## src/rtl/hart_bewaking.sv

```systemverilog
// Heart-rhythm monitor: 4-window moving average of beat counts, hysteretic
// LOW/NORMAL/HIGH classification and a sustained-abnormality alarm.
module hart_bewaking #(
    parameter logic [7:0]  LOW_THR   = 8'd50,
    parameter logic [7:0]  HIGH_THR  = 8'd120,
    parameter logic [7:0]  HYST      = 8'd5,
    parameter int unsigned ALARM_CNT = 3
) (
    input  logic       clk,
    input  logic       reset,
    input  logic       slag_valid,
    input  logic [7:0] slagen,
    output logic [7:0] gem,
    output logic       gem_valid,
    output logic [1:0] toestand,
    output logic       upd,
    output logic       alarm
);

    localparam logic [1:0] ST_WARMUP  = 2'd0;
    localparam logic [1:0] ST_NORMAAL = 2'd1;
    localparam logic [1:0] ST_LAAG    = 2'd2;
    localparam logic [1:0] ST_HOOG    = 2'd3;

    // 9-bit thresholds so the hysteresis offsets cannot wrap
    localparam logic [8:0] LOW9       = {1'b0, LOW_THR};
    localparam logic [8:0] HIGH9      = {1'b0, HIGH_THR};
    localparam logic [8:0] LOW_HYST9  = LOW9 + {1'b0, HYST};
    localparam logic [8:0] HIGH_HYST9 = HIGH9 - {1'b0, HYST};
    localparam logic [3:0] ALARM_MAX  = 4'(ALARM_CNT);

    logic [7:0] r_buf [4];
    logic [1:0] r_ptr;
    logic [9:0] r_sum;
    logic [2:0] r_fill;
    logic [7:0] r_gem;
    logic       r_gem_valid;
    logic       r_eval;
    logic       r_upd;
    logic [1:0] r_state;
    logic [3:0] r_abn;
    logic       r_alarm;

    logic [9:0] w_sum_new;
    logic [7:0] w_avg;
    logic [2:0] w_fill_new;
    logic       w_full_new;
    logic [8:0] w_gem9;
    logic [1:0] w_state_next;
    logic [3:0] w_abn_next;

    assign w_sum_new  = r_sum - {2'b00, r_buf[r_ptr]} + {2'b00, slagen};
    assign w_avg      = 8'(w_sum_new >> 2);
    assign w_fill_new = (r_fill == 3'd4) ? 3'd4 : r_fill + 3'd1;
    assign w_full_new = (w_fill_new == 3'd4);
    assign w_gem9     = {1'b0, r_gem};

    always_comb begin
        w_state_next = r_state;
        case (r_state)
            ST_WARMUP: begin
                if (w_gem9 < LOW9)       w_state_next = ST_LAAG;
                else if (w_gem9 > HIGH9) w_state_next = ST_HOOG;
                else                     w_state_next = ST_NORMAAL;
            end
            ST_NORMAAL: begin
                if (w_gem9 < LOW9)       w_state_next = ST_LAAG;
                else if (w_gem9 > HIGH9) w_state_next = ST_HOOG;
            end
            ST_LAAG: begin
                if (w_gem9 > HIGH9)           w_state_next = ST_HOOG;
                else if (w_gem9 >= LOW_HYST9) w_state_next = ST_NORMAAL;
            end
            default: begin
                if (w_gem9 < LOW9)             w_state_next = ST_LAAG;
                else if (w_gem9 <= HIGH_HYST9) w_state_next = ST_NORMAAL;
            end
        endcase
    end

    // A direct LOW<->HIGH swing restarts the abnormal run at one
    always_comb begin
        w_abn_next = r_abn;
        if (w_state_next == ST_NORMAAL || w_state_next == ST_WARMUP)
            w_abn_next = 4'd0;
        else if ((r_state == ST_LAAG && w_state_next == ST_HOOG) ||
                 (r_state == ST_HOOG && w_state_next == ST_LAAG))
            w_abn_next = 4'd1;
        else if (r_abn >= ALARM_MAX)
            w_abn_next = ALARM_MAX;
        else
            w_abn_next = r_abn + 4'd1;
    end

    always_ff @(posedge clk) begin
        if (reset) begin
            for (int i = 0; i < 4; i++) r_buf[i] <= 8'd0;
        end else if (slag_valid) begin
            r_buf[r_ptr] <= slagen;
        end
    end

    always_ff @(posedge clk) begin
        if (reset) begin
            r_ptr       <= 2'd0;
            r_sum       <= 10'd0;
            r_fill      <= 3'd0;
            r_gem       <= 8'd0;
            r_gem_valid <= 1'b0;
            r_eval      <= 1'b0;
            r_upd       <= 1'b0;
            r_state     <= ST_WARMUP;
            r_abn       <= 4'd0;
            r_alarm     <= 1'b0;
        end else begin
            r_upd  <= r_eval;
            r_eval <= slag_valid & w_full_new;
            if (slag_valid) begin
                r_sum       <= w_sum_new;
                r_ptr       <= r_ptr + 2'd1;
                r_fill      <= w_fill_new;
                // Average is withheld until four real samples are present
                r_gem       <= w_full_new ? w_avg : 8'd0;
                r_gem_valid <= w_full_new;
            end
            if (r_eval) begin
                r_state <= w_state_next;
                r_abn   <= w_abn_next;
                r_alarm <= (w_abn_next == ALARM_MAX);
            end
        end
    end

    assign gem       = r_gem;
    assign gem_valid = r_gem_valid;
    assign toestand  = r_state;
    assign upd       = r_upd;
    assign alarm     = r_alarm;

endmodule

```

## config.mk

```make
export PLATFORM = sky130hd
export DESIGN_NAME = hart_bewaking
export DESIGN_NICKNAME = d
export VERILOG_FILES = /design/src/rtl/hart_bewaking.sv
export SDC_FILE = /design/constraint.sdc
export NUM_CORES = 1
export LEC_CHECK = 0
export CORE_UTILIZATION = 55
export DETAILED_ROUTE_END_ITERATION = 7
export MAX_ROUTING_LAYER = met4
export PLACE_DENSITY = 0.85
export SLEW_MARGIN = 20
export SYNTH_ARGS = -nofsm -noshare
export SYNTH_HDL_FRONTEND = slang
export SYNTH_SLANG_ARGS = --single-unit
```

## constraint.sdc

```tcl
create_clock -name clk -period 5 [get_ports clk]
set_clock_uncertainty 0.15 [all_clocks]
set_input_delay 1 -clock clk [delete_from_list [all_inputs] [get_ports clk]]
set_output_delay 1 -clock clk [all_outputs]
set_load 0.01 [all_outputs]
```

* After elaboration in Yosys (flattened, before gate mapping) *
Memories as Yosys holds them, arrays and structs flattened. A register that Yosys moved wholly into a read port is not among the register bits.
Index checks and enable logic that the tools add are counted.
Widths: inputs -> output; s select.

storage, ports and cells
  bits in latches = 0
  memory bits (read-only) = 0
  memories = 1
  output and inout port bits = 13
  bits in writable memories = 32
  input bits = 11
  word-level logic and storage cells = 62
  register bits after elaboration = 33

operators by class
  shift-type cells = 0
  reductions and logical operators = 7
  $mul = 0
  equality and inequality tests = 9
  div/mod/pow operators = 0
  mux-type cells = 24
  bitwise logic cells = 1
  add/subtract/negate cells = 5
  order comparisons = 5

memory list
  memory  words  width  rd ports  clocked after memory_dff  write ports  RTL line  RTL
  r_buf   4      8      1         1                         4            32        logic [7:0] r_buf [4];

operator list
  operator             number
  $mux 2               11
  $mux 8               2
  $mux 4               3
  $add 10x8->10        1
  $sub 10x8->10        1
  $eq 2x2->1 const B   4
  $ge 8x6->1 const B   1
  $gt 8x7->1 const B   1
  $le 8x7->1 const B   1
  $lt 8x6->1 const B   1
  $reduce_or 8->1      1
  $eq 3x3->1 const B   2
  $mux 1               6
  $pmux 2 s3           1
  $add 4x1->4 const B  1
  $eq 2x1->1 const B   2
  $eq 4x2->1 const B   1
  $ge 4x2->1 const B   1
  $logic_not 2->1      2
  $add 3x1->3 const B  1
  $mux 3               1
  $add 2x1->2 const B  1
  $logic_and 1x1->1    2
  $logic_or 1x1->1     2
  $and 1x1->1          1

* Logic depth before layout (Yosys ltp) *
  depth in word-level cells = 10
  gate-level depth with buffers = 12
  depth with buffers taken out = 11

* Least setup slack after synthesis *
No wires, ideal clock.

  kind = flip-flop to flip-flop
  start = register with a tool-made name
  end = register r_sum[9]
  setup time = 123 ps
  path buffers = 1
  arrival time = 3524 ps
  data required time = 4727 ps
  stages on the path, launching flop included = 11
  setup slack = 1202 ps
  path through = dfxtp_1 -> clkbuf_1 -> mux4_2 -> fa_1 -> inv_1 -> ha_1 -> a21o_1 -> or4_4 -> o2111a_1 -> a211oi_1 -> mux2_1

RTL lines
  item                    RTL line  RTL
  end signal: assignment  119       r_sum <= w_sum_new;
  end: declaration        34        logic [9:0] r_sum;

==> results.json <==
{
  "status": "completed",
  "syn_area_per_cell_um2": 10.4,
  "ir_worst_vdd_uv": 367,
  "cts_setup_buffers": 0,
  "grt_pass1_vias": 2565,
  "path_cells": "mux4_2 > fa_1 > inv_1 > ha_1 > a21o_1 > or4_4 > o2111a_1 > a211oi_1 > mux2_1",
  "setup_tns_ns": 0,
  "whs_endpoint": "r_abn[2]",
  "clock.fmax_mhz": 258,
  "syn_to_final_growth_pct": 13.8,
  "wl_met1_um": 3050,
  "drc": 0,
  "routedWlPerCell_um": 15.9,
  "num_vias": 2577,
  "synth_top_cell_by_area": "edfxtp_1",
  "grt_overflow_total": 0,
  "drv_slew": 0,
  "slew_headroom_pct": 41.1,
  "coreArea_mm2": 0.00606,
  "fp.dieH_um": 82.0,
  "setup_viol": 0,
  "fin_crit_ns": 3.88,
  "ys_seq_elements": 67,
  "wl_met2_um": 3610,
  "hold_path.class": "flip-flop to flip-flop",
  "grt_pass1_wl_um": 11600,
  "slowest_stage": "dfxtp_1",
  "seq_area_mm2": 0.00166,
  "r2r_cells": 9,
  "worstSetupPathType": "flip-flop to flip-flop",
  "fin_crit_sh_pct": 77.6,
  "drt-total-wl_um": 7050,
  "clk_path_buf_depth": 2,
  "power_density_mw_per_mm2": 421,
  "synth.top_cell.area_share_pct": 27.3,
  "maxCapViolCount": 0,
  "synth_edf_count": 32,
  "htreeDepth": 3,
  "yosys_warnings": 0,
  "multi_input_area_mm2": 0.00165,
  "first_pass_iters": 4,
  "postCtsResizedCells": 0,
  "numCtsBuffers": 9,
  "leakage_nw": 1.63,
  "synthTopCellsByCount": "inv_1, dfxtp_1, edfxtp_1, nor2_1, and2_1",
  "rsz0062_at_grt": "no",
  "seq_area_frac_synth_pct": 47.2,
  "cp.arrival_ns": 3.97,
  "utilization_pct": 66.1,
  "syn_nets": 371,
  "cpPeakStageDelay_ns": 0.68,
  "top_layer_used": "met4",
  "dieArea_mm2": 0.00673,
  "worstMarginPinSlew_ns": 0.881,
  "num_antenna_cells": 0,
  "syn_area_mm2": 0.00352,
  "clk_pin_slew_ns": 0.07,
  "wl_met3_um": 260,
  "post_synth_main_area_contributors": "edfxtp_1, dfxtp_1, mux4_2",
  "root_buffer": "clkbuf_8",
  "drt_iter0_drc": 144,
  "dp_hpwl_um": 4960,
  "ant_nets": 0,
  "row_count": 28,
  "fillerInstances": 483,
  "fin_nets": 395,
  "hold_buffers": 0,
  "r2r_end": "r_sum[9]",
  "yosysUniqueCellTypes": 52,
  "vias_per_cell": 5.82,
  "initial_core_util_pct": 58.1,
  "gp_congestion": 0.875,
  "die-width_um": 82.0,
  "cts_tree": "built",
  "cts.sinks": 67,
  "clk_latency_ns": 0.36,
  "rrSetupSlack_ns": 1.12,
  "grt_max_degree": 34,
  "io_pins": 24,
  "finalHoldViolCount": 0,
  "cp-end-kind": "flip-flop",
  "crit_required_ns": 5.10,
  "crit_fanout": 8,
  "postSynthCellCount": 339,
  "synth_flop_cell": "dfxtp_1",
  "critPathBufInv": 1,
  "synth_most_common_cell": "inv_1",
  "grt_use_total_pct": 24.7,
  "hold_depth": 1,
  "portBuffers": 23,
  "path_delay_family": "multiplexers",
  "antenna_found_initial": 0,
  "drive_gt1_share_pct": 8.97,
  "hold_start": "r_abn[2]",
  "async_flop_share_pct": 0,
  "critPathLaunchType": "flip-flop"
}
how the worst max path moves through the flow:
stage / endpoint / cells past startpoint
floorplan: r_sum[9] / 10
global placement: r_sum[9] / 10
detailed placement: r_sum[9] / 10
CTS: r_sum[9] / 9
global route: r_sum[9] / 9
finish: r_sum[9] / 9
cell families after synthesis:
family	count (synthesis)	synth area share (%)
compound gates	61	12.0
flops	67	47.2
buf+inv	57	6.08
simple gates	108	15.7
xor+xnor	7	1.74
fa+ha+maj	21	9.17
mux	18	8.03
placed cells by master, fill, tap and decap left out, types with 3 or more instances in the layout:
master,n
a211oi_1,4
a21o_1,3
a21oi_1,15
a22o_1,3
and2_1,20
and3_1,4
buf_4,4
clkbuf_8,9
clkdlybuf4s50_1,23
clkinv_1,4
dfxtp_1,35
edfxtp_1,32
fa_1,8
ha_1,13
inv_1,42
mux2i_1,8
mux4_2,8
nand2_1,19
nand2b_1,4
nand3_1,6
nand4_1,3
nor2_1,27
nor2b_1,3
nor3_1,7
nor4_1,8
o211ai_1,3
o21ai_0,10
o31ai_1,3
xnor2_1,3
xor2_1,4
routing by layer:
layer	GRT usage (%)	vias to the layer above
li1	-	1255
met1	27.0	1254
met2	42.3	57
met3	6.44	11
met4	10.5	0
met5	-	-
per-stage QoR:
step           setup WS [ns]  std cells  cell area, um2  total power, mW  hold WS, ns
3_5_place_dp           0.762        427            3820             1.26        0.300
3_3_place_gp           0.804        427            3820             1.25        0.295
4_1_cts                 1.09        443            4010             1.69        0.318
2_1_floorplan           1.20        339            3520             1.14        0.281
6_report                1.12        443            4010             1.69        0.312
5_1_grt                0.915        443            4010             1.80        0.347
where the power goes:
| part | internal, mW | leakage (nW) | total, mW | switching (mW) |
|---|---|---|---|---|
| Sequential | 0.629 | 0.618 | 0.665 | 0.0361 |
| Combinational | 0.256 | 0.918 | 0.593 | 0.337 |
| Clock | 0.223 | 0.0915 | 0.427 | 0.204 |
layout make-up:
type / count / share of cell area (%)
inverters: 43 / 4.03
clock inverters: 7 / 1.47
well taps: 75 / 2.34
multi-input cells: 215 / 41.1
flip-flops and latches: 67 / 41.5
clock buffers: 9 / 3.09
repair buffers: 27 / 6.50
state kept, by name (all words and copies together), names as in the netlist, named ones only:
register   cells
alarm          1
gem            8
gem_valid      1
r_abn          4
r_buf         32
r_eval         1
r_fill         3
r_ptr          2
r_sum         10
toestand       2
upd            1
No activity file was read; power rests on OpenSTA's default activity.
